`src/rtl/snax_block_transpose_reshuffler.sv`:
```
// Moves NUM_BLOCKS NxN element blocks between TCDM regions, copied as-is or element-transposed.
// Latency: 3 cycles per block when all ports are ready and read data returns one cycle after acceptance.
// Backpressure: each port holds addr/data until q_ready; CSR writes stall while busy, CSR requests stall on an unconsumed read response.
module snax_block_transpose_reshuffler #(
    parameter int unsigned DataWidth     = 64,
    parameter int unsigned NumChannels   = 8,
    parameter int unsigned TCDMAddrWidth = 48
) (
    input  logic                                 clk_i,
    input  logic                                 rst_i,
    input  logic [31:0]                          io_csr_req_bits_data_i,
    input  logic [31:0]                          io_csr_req_bits_addr_i,
    input  logic                                 io_csr_req_bits_write_i,
    input  logic                                 io_csr_req_valid_i,
    output logic                                 io_csr_req_ready_o,
    output logic                                 io_csr_rsp_valid_o,
    input  logic                                 io_csr_rsp_ready_i,
    output logic [31:0]                          io_csr_rsp_bits_data_o,
    output logic [NumChannels-1:0]               tcdm_req_write_o,
    output logic [NumChannels*TCDMAddrWidth-1:0] tcdm_req_addr_o,
    output logic [NumChannels*4-1:0]             tcdm_req_amo_o,
    output logic [NumChannels*DataWidth-1:0]     tcdm_req_data_o,
    output logic [NumChannels*5-1:0]             tcdm_req_user_core_id_o,
    output logic [NumChannels-1:0]               tcdm_req_user_is_core_o,
    output logic [NumChannels*DataWidth/8-1:0]   tcdm_req_strb_o,
    output logic [NumChannels-1:0]               tcdm_req_q_valid_o,
    input  logic [NumChannels-1:0]               tcdm_rsp_q_ready_i,
    input  logic [NumChannels-1:0]               tcdm_rsp_p_valid_i,
    input  logic [NumChannels*DataWidth-1:0]     tcdm_rsp_data_i,
    output logic                                 busy_o
);

    localparam int unsigned N         = NumChannels;
    localparam int unsigned AW        = TCDMAddrWidth;
    localparam int unsigned ElemWidth = DataWidth / NumChannels;

    typedef enum logic [1:0] {IDLE = 2'd0, READ = 2'd1, WRITE = 2'd2} state_e;

    state_e               state_q, state_d;
    logic [31:0]          csr_q [8];
    logic [N-1:0]         issued_q, received_q;
    logic [N-1:0]         req_hs, rsp_take;
    logic [DataWidth-1:0] row_buf_q [N];
    logic [AW-1:0]        blk_src_q, blk_dst_q;
    logic [31:0]          blk_cnt_q, perf_q;
    logic                 rsp_pending_q;
    logic [31:0]          rsp_data_q, rd_data;
    logic                 csr_fire, csr_wr, start, all_rcvd, all_wr;
    logic                 blk_last, run_start, blk_done;

    assign csr_fire  = io_csr_req_valid_i & io_csr_req_ready_o;
    assign csr_wr    = csr_fire & io_csr_req_bits_write_i;
    assign start     = csr_wr & (io_csr_req_bits_addr_i == 32'd8);
    assign req_hs    = tcdm_req_q_valid_o & tcdm_rsp_q_ready_i;
    // Late or duplicate responses (port not issued, already received, or outside READ) are dropped.
    assign rsp_take  = (state_q == READ) ? (tcdm_rsp_p_valid_i & issued_q & ~received_q) : '0;
    // Completion includes this cycle's handshakes so the state advances without an extra bubble.
    assign all_rcvd  = &(received_q | rsp_take);
    assign all_wr    = &(issued_q | req_hs);
    assign blk_last  = (blk_cnt_q + 32'd1) == csr_q[6];
    assign run_start = (state_q == IDLE) && (state_d == READ);
    assign blk_done  = (state_q == WRITE) && all_wr;

    assign io_csr_req_ready_o     = ~rsp_pending_q & ((state_q == IDLE) | ~io_csr_req_bits_write_i);
    assign io_csr_rsp_valid_o     = rsp_pending_q;
    assign io_csr_rsp_bits_data_o = rsp_data_q;

    assign tcdm_req_amo_o          = '0;
    assign tcdm_req_user_core_id_o = '0;
    assign tcdm_req_user_is_core_o = '0;
    assign tcdm_req_strb_o         = '1;

    // FSM state register
    always_ff @(posedge clk_i) begin
        if (rst_i) begin
            state_q <= IDLE;
        end else begin
            state_q <= state_d;
        end
    end

    // FSM next-state: a START with zero blocks leaves the engine idle
    always_comb begin
        state_d = state_q;
        case (state_q)
            IDLE:    if (start && csr_q[6] != 32'd0) state_d = READ;
            READ:    if (all_rcvd) state_d = WRITE;
            WRITE:   if (all_wr) state_d = blk_last ? IDLE : READ;
            default: state_d = IDLE;
        endcase
    end

    // FSM outputs: per-port request until accepted, copy or element-transpose of the row buffers
    always_comb begin
        busy_o             = (state_q != IDLE);
        tcdm_req_q_valid_o = '0;
        tcdm_req_write_o   = '0;
        tcdm_req_addr_o    = '0;
        tcdm_req_data_o    = '0;
        for (int unsigned p = 0; p < N; p++) begin
            if (state_q == READ) begin
                tcdm_req_q_valid_o[p]       = ~issued_q[p];
                tcdm_req_addr_o[p*AW +: AW] = blk_src_q + AW'(p) * AW'(csr_q[2]);
            end else if (state_q == WRITE) begin
                tcdm_req_q_valid_o[p]       = ~issued_q[p];
                tcdm_req_write_o[p]         = 1'b1;
                tcdm_req_addr_o[p*AW +: AW] = blk_dst_q + AW'(p) * AW'(csr_q[3]);
                for (int unsigned e = 0; e < N; e++) begin
                    tcdm_req_data_o[p*DataWidth + e*ElemWidth +: ElemWidth] = csr_q[7][0]
                        ? row_buf_q[e][p*ElemWidth +: ElemWidth]
                        : row_buf_q[p][e*ElemWidth +: ElemWidth];
                end
            end
        end
    end

    // Handshake masks restart on every state change; block pointers advance after each block's writes
    always_ff @(posedge clk_i) begin
        if (rst_i) begin
            issued_q   <= '0;
            received_q <= '0;
            blk_src_q  <= '0;
            blk_dst_q  <= '0;
            blk_cnt_q  <= '0;
        end else begin
            if (state_d != state_q) begin
                issued_q   <= '0;
                received_q <= '0;
            end else begin
                issued_q   <= issued_q | req_hs;
                received_q <= received_q | rsp_take;
            end
            if (run_start) begin
                blk_src_q <= AW'(csr_q[0]);
                blk_dst_q <= AW'(csr_q[1]);
                blk_cnt_q <= '0;
            end else if (blk_done) begin
                blk_src_q <= blk_src_q + AW'(csr_q[4]);
                blk_dst_q <= blk_dst_q + AW'(csr_q[5]);
                blk_cnt_q <= blk_cnt_q + 32'd1;
            end
        end
    end

    // Row buffers capture read data per port; contents are don't-care until written
    always_ff @(posedge clk_i) begin
        for (int unsigned r = 0; r < N; r++) begin
            if (rsp_take[r]) row_buf_q[r] <= tcdm_rsp_data_i[r*DataWidth +: DataWidth];
        end
    end

    // Busy-cycle counter: cleared by a real start, saturates at all ones
    always_ff @(posedge clk_i) begin
        if (rst_i) begin
            perf_q <= '0;
        end else if (run_start) begin
            perf_q <= '0;
        end else if (busy_o && perf_q != '1) begin
            perf_q <= perf_q + 32'd1;
        end
    end

    // Writable CSRs 0..7; START, read-only and unmapped indices do not store
    always_ff @(posedge clk_i) begin
        if (rst_i) begin
            for (int i = 0; i < 8; i++) csr_q[i] <= '0;
        end else if (csr_wr && io_csr_req_bits_addr_i < 32'd8) begin
            csr_q[io_csr_req_bits_addr_i[2:0]] <= io_csr_req_bits_data_i;
        end
    end

    // CSR read mux; unmapped indices read as zero
    always_comb begin
        rd_data = '0;
        if (io_csr_req_bits_addr_i < 32'd8) begin
            rd_data = csr_q[io_csr_req_bits_addr_i[2:0]];
        end else if (io_csr_req_bits_addr_i == 32'd9) begin
            rd_data = {31'd0, busy_o};
        end else if (io_csr_req_bits_addr_i == 32'd10) begin
            rd_data = perf_q;
        end
    end

    // Read response register, held until the requester takes it
    always_ff @(posedge clk_i) begin
        if (rst_i) begin
            rsp_pending_q <= 1'b0;
            rsp_data_q    <= '0;
        end else if (csr_fire && !io_csr_req_bits_write_i) begin
            rsp_pending_q <= 1'b1;
            rsp_data_q    <= rd_data;
        end else if (rsp_pending_q && io_csr_rsp_ready_i) begin
            rsp_pending_q <= 1'b0;
        end
    end

endmodule

```
`config.mk`:
```
export PLATFORM = sky130hd
export DESIGN_NAME = snax_block_transpose_reshuffler
export DESIGN_NICKNAME = d
export VERILOG_FILES = /design/src/rtl/snax_block_transpose_reshuffler.sv
export SDC_FILE = /design/constraint.sdc
export NUM_CORES = 2
export LEC_CHECK = 0
export BUFFER_PORTS_ARGS = -buffer_cell sky130_fd_sc_hd__buf_2
export CORE_AREA = 5 5 646 648
export DETAILED_ROUTE_END_ITERATION = 8
export DIE_AREA = 0 0 651 653
export PLACE_DENSITY_LB_ADDON = 0.12
export REMOVE_ABC_BUFFERS = 1
export SETUP_SLACK_MARGIN = 0.02
export SLEW_MARGIN = 40
export SYNTH_ARGS = -nofsm -noshare
export SYNTH_HDL_FRONTEND = slang
export SYNTH_SLANG_ARGS = --single-unit
```
`constraint.sdc`:
```
create_clock -name clk_i -period 9 [get_ports clk_i]
set_clock_uncertainty 0.05 [all_clocks]
set_input_delay 1.35 -clock clk_i [delete_from_list [all_inputs] [get_ports clk_i]]
set_output_delay 1.35 -clock clk_i [all_outputs]
set_load 0.05 [all_outputs]
```
## Yosys cells after proc, flatten, opt, wreduce, memory -nomap -nowiden

Memories as Yosys holds them, arrays and structs flattened.
Index checks and enable logic that the tools add are counted.

- Register bits after elaboration: 211
- RAM bits: 768
- Bits of input ports: 597
- Output and inout port bits: 1091
- Word-level logic and storage cells: 233
- Memories: 2

- $add $sub $neg: 18
- Multipliers: 8
- $lt $le $gt $ge: 1
- Equal/unequal tests: 9
- Mux-type cells: 145
- Bitwise logic cells: 21
- Reduce and logical (&&, ||, !) cells: 18

Memories:

| memory | words | width | rd ports | clocked after memory_dff | write ports | RTL line | text |
|---|---|---|---|---|---|---|---|
| row_buf_q | 8 | 64 | 8 | 0 | 8 | 43 | `logic [DataWidth-1:0] row_buf_q [N];` |
| csr_q | 8 | 32 | 9 | 0 | 8 | 40 | `logic [31:0] csr_q [8];` |

Operators with widths:

| cell | number |
|---|---|
| 2-to-1 mux 64 bit | 16 |
| 2-to-1 mux 48 bit | 16 |
| 2-to-1 mux 8 bit | 57 |
| adder 48 x 35 -> 48 bit | 6 |
| 2-to-1 mux 32 bit | 8 |
| adder 48 x 32 -> 48 bit | 4 |
| adder 48 x 34 -> 48 bit | 4 |
| multiplier 3 x 32 -> 35 bit (first input constant) | 4 |
| multiplier 2 x 32 -> 34 bit (first input constant) | 4 |
| adder 48 x 33 -> 48 bit | 2 |
| == test 32 x 4 -> 1 bit (second input constant) | 3 |
| adder 32 x 1 -> 32 bit (second input constant) | 2 |
| 2-to-1 mux 1 bit | 43 |
| == test 32 bit | 1 |
| < comparator 32 x 4 -> 1 bit (second input constant) | 1 |
| != test 32 bit (second input constant) | 1 |
| nonzero test 32 bit | 1 |
| OR reduction 32 bit | 1 |
| bitwise AND 8 bit | 3 |
| OR 8 bit | 2 |
| AND reduction 8 bit | 2 |
| inverter 1 bit | 10 |
| inverter 8 bit | 1 |
| logical AND 1 bit | 7 |
| other kinds (12) | 21 |

## Depth between registers and ports, before layout

- Depth after elaboration: 12
- Gate-level depth with buffers: 26
- Depth with buffers taken out: 25

## Worst setup path after synthesis

Ideal clock, no wire load.

- Path type: input to register
- Start: in tcdm_rsp_p_valid_i[6]
- End: reg state_q[0]
- Setup time: 0.134 ns
- Arrival time: 7.541 ns
- Required time: 8.816 ns
- Path slack: 1.275 ns
- Cell stages on the path: 11
- Path buffers: 0
- Cells stage by stage: nand2_1 > nor3_1 > nor2_1 > nor4_1 > nand2_1 > a21oi_1 > nand4_1 > a211o_1 > or4_1 > nor4_2 > a211oi_1

- Word-level cells in the longest chain between the ends: 7

RTL lines:

| item | RTL line | text |
|---|---|---|
| from (decl) | 28 | `input logic [NumChannels-1:0] tcdm_rsp_p_valid_i,` |
| bitwise AND 8 bit (2 in series) | 56 | `assign rsp_take = (state_q == READ) ? (tcdm_rsp_p_valid_i & issued_q & ~received_q) : '0;` |
| 2-to-1 mux 8 bit | 56 |  |
| via rsp_take[6] | 42 | `logic [N-1:0] req_hs, rsp_take;` |
| OR 8 bit | 58 | `assign all_rcvd = &(received_q \| rsp_take);` |
| AND reduction 8 bit | 58 |  |
| 2-to-1 mux 2 bit | 87 | `READ: if (all_rcvd) state_d = WRITE;` |
| case mux 2 bit (3 select lines) | 85 | `case (state_q)` |
| to (signal assigned) | 78 | `state_q <= state_d;` |
| to (decl) | 39 | `state_e state_q, state_d;` |

The timed path passes the listed nets, and every way through them passes these cells.
A chain may end at the register's enable or synchronous reset.

==> reports/summary.txt <==
status: finished, final reports clean
startpoint types: flip-flop
Die Span Y: 653 um
TritonCTS clock tree: built
Slew @ Worst Pin: 1.07 ns
area of the die: 0.425 sq mm
flops & latches, synth: 979
CP Data Required Time: 7.60 ns
initial core utilization: 0.207
Pleak: 46.2 nW
switching component of the power: 4.00 mW
Avg WL per Cell: 32.7 um
async set or reset register ratio after synthesis: 0
worst-path fanout max: 8
RSZ-0062 raised after global routing: false
Worst Hold Class: flip-flop to flip-flop
Post-synth EDFFs: 768
critical path capture point type: output port
Post-Syn Area: 0.0853 sq mm
Layout Cells excl Fill: 16.5k
Clk Latency, worst-skew pair: 0.84 ns
vias per cell: 4.91
nets: 12.2k
final wirelength: 538000 um
Max VDD drop: 0.130 mV
H-tree level count: 4
Root Driver: clkbuf_16
via total after detailed routing: 80.7k
largest net degree at the start of global routing: 144
layout cells sized above 1: 0.207
initial antenna violation count: 269
Max Cap Viol: 0
Pwr per Cell Area: 124 mW/mm^2
CP cell instances: ha_1, o21ai_0, nor2_1, a21oi_1, inv_1, a21oi_1, o21bai_1, a211oi_1, nor3_1, ha_1, a21o_1, nor2b_1, a21oi_1, a211oi_1, buf_4, a32oi_1, a41oi_2, o31ai_1, buf_4, nand2_1, xor2_1, o21ai_0, buf_2
Slew headroom: 0.284
die width: 651 um
Placed Cells: 16.0k
Slew Limit Fails: 0
Synth Instances: 9127
WP buf/inv: 4
Core Area: 0.411 sq mm
CTS buffer count: 139
gr usage total: 0.241
IO buf count: 1543
sequential area share after synthesis: 0.320
internal power: 9.11 mW
final hold vios: 0
FILL cells: 44.5k
Synth cell types: 98
Reg clk slew, reported paths: 0.06 ns
clock power share: 0.442
# rows: 236
Sink Count: 979
antenna-violating nets left: 0
CTS Buffer Depth: 4
vias in the first global route: 82.0k
CP delay by family, top: compound AO/OA/AOI/OAI gates
HPWL Detailed: 448000 um
# hold bufs at CTS: 0
Post-route DRC: 0
Combinational Power Share: 0.176
Worst Path Arrival: 7.09 ns
Fin Setup TNS: 0 ns
sequential power share: 0.381
switch share: 0.305
Worst path max stage delay: 0.61 ns
DRT iter0 DRCs: 6810
Synth Flop Type: edfxtp_1
IO Count: 1688
drt pass-1 iters: 8
GPL Wtd Cong: 0.949
GRT overflow: 0
Syn Area/Cell: 9.35 sq um
Setup violations, final: 0
final period utilization: 0.943
Synth-to-Final Area Change: 23.7%
Yosys warnings: 0
global-route wire length before repair: 709000 um
Period minus WS final: 8.49 ns
Max Clock Freq: 0.118 GHz
CP dominant cell by count: a21oi_1
critical path class: flip-flop to output port
slowest stage cell, crit path: edfxtp_1
[synth_stat cells, drive strengths merged, types with 77 or more instances]
library cell	count	area (sq um)
a211oi	89	673
a21o	294	2210
a21oi	578	2890
and2	371	2320
buf	206	1390
clkbuf	337	1270
dfxtp	211	4220
edfxtp	768	23100
fa	262	5250
ha	661	8270
inv	472	1770
mux2i	489	4890
nand2	507	1910
nand2b	87	544
nand3	142	716
nor2	1011	3790
nor3	136	697
o21a	77	578
o21ai	359	1800
o22ai	305	1910
xnor2	410	3590
xor2	384	3360
[cell type report]
type,count,area (sq um),area share
Antenna cell,207,518,0.00491
Inverter,476,1790,0.0170
Sequential cell,979,27300,0.259
Tap cell,5474,6850,0.0649
Clock inverter,80,935,0.00886
Timing Repair Buffer,1805,9910,0.0939
Multi-Input combinational cell,7271,54600,0.517
Clock buffer,166,3620,0.0343
[per-stage QoR]
step	setup WS, ns	hold slack [ns]	utilization	power, mW	cell area [sq um]
2_1_floorplan	-25.17	0.398	-	6.65	83200
3_3_place_gp	0.793	0.410	0.243	7.39	99900
3_5_place_dp	0.961	0.419	0.244	7.40	100000
4_1_cts	0.0289	0.428	0.255	13.3	105000
5_1_grt	0.0493	0.464	0.256	13.6	105000
6_report	0.510	0.425	0.257	13.1	106000
[power by group through the flow]
stage          clock [mW]  combinational, mW  sequential [mW]
6_report             5.80               2.31             5.00
3_3_place_gp            0               2.28             5.10
2_1_floorplan           0               1.52             5.14
3_5_place_dp            0               2.29             5.10
5_1_grt              6.13               2.51             5.01
4_1_cts              5.99               2.31             5.00
[path summary, 6_finish.rpt]
| path | endpoint | startpoint | slack [ns] | cells after the start |
|---|---|---|---|---|
| worst max-delay path | tcdm_req_addr_o[330] | csr_q[2][4] | 0.51 | 23 |
| worst min-delay path | blk_cnt_q[1] | blk_cnt_q[1] | 0.43 | 2 |
| worst max register to register | blk_dst_q[44] | blk_dst_q[1] | 4.01 | 13 |
| worst min register to register | blk_cnt_q[1] | blk_cnt_q[1] | 0.43 | 2 |
[metal layers]
| layer | part of all wire | up-vias | track usage |
|---|---|---|---|
| li1 | - | 36000 | - |
| met5 | 0.00040 | - | 0 |
| met4 | 0.045 | 32 | 0.0901 |
| met3 | 0.065 | 764 | 0.0507 |
| met1 | 0.40 | 40900 | 0.290 |
| met2 | 0.49 | 3101 | 0.421 |
[timing repair]
| item | CTS | global route |
|---|---|---|
| gates resized for setup | 0 | 4 |
| setup endpoints to repair | 0 | 12 |
| buffers inserted | 0 | 3 |
| endpoints found under the hold margin | 0 | 0 |
[tightest hold or removal path, cell delays in order (launching register included)]
cell and delay [ns]:
dfxtp_1 0.32, nand2_1 0.06, a21oi_1 0.05
[cells in the final DEF (no fill, tap or decap), drive strengths merged, types with 207 or more instances in the layout]
cell type  count
buf         1804
nor2        1011
edfxtp       768
ha           661
a21oi        578
nand2        507
mux2i        489
inv          477
xnor2        410
xor2         384
and2         371
o21ai        359
o22ai        305
a21o         294
fa           262
dfxtp        211
diode        207
[logic make-up (layout without fill, tap and decap cells)]
family | Yosys count | in the layout | share of synthesized area
XOR/XNOR | 794 | 794 | 0.0815
buffers and inverters | 1019 | 2527 | 0.0521
AO/OA/AOI/OAI | 2218 | 2218 | 0.167
other | 2 | 351 | 0.0000880
multiplexers | 555 | 555 | 0.0745
AND/OR/NAND/NOR | 2636 | 2636 | 0.146
adder cells (fa/ha/maj) | 924 | 924 | 0.159
flip-flops | 979 | 979 | 0.320
[flip-flops by register name, indices dropped and copies added, names as in the netlist]
| name | cells |
|---|---|
| io_csr_rsp_bits_data_o | 32 |
| perf_q | 32 |
| blk_src_q | 48 |
| issued_q | 8 |
| csr_q | 256 |
| blk_dst_q | 48 |
| io_csr_rsp_valid_o | 1 |
| received_q | 8 |
| blk_cnt_q | 32 |
| row_buf_q | 512 |
| state_q | 2 |
No activity file was read; power rests on OpenSTA's default activity.
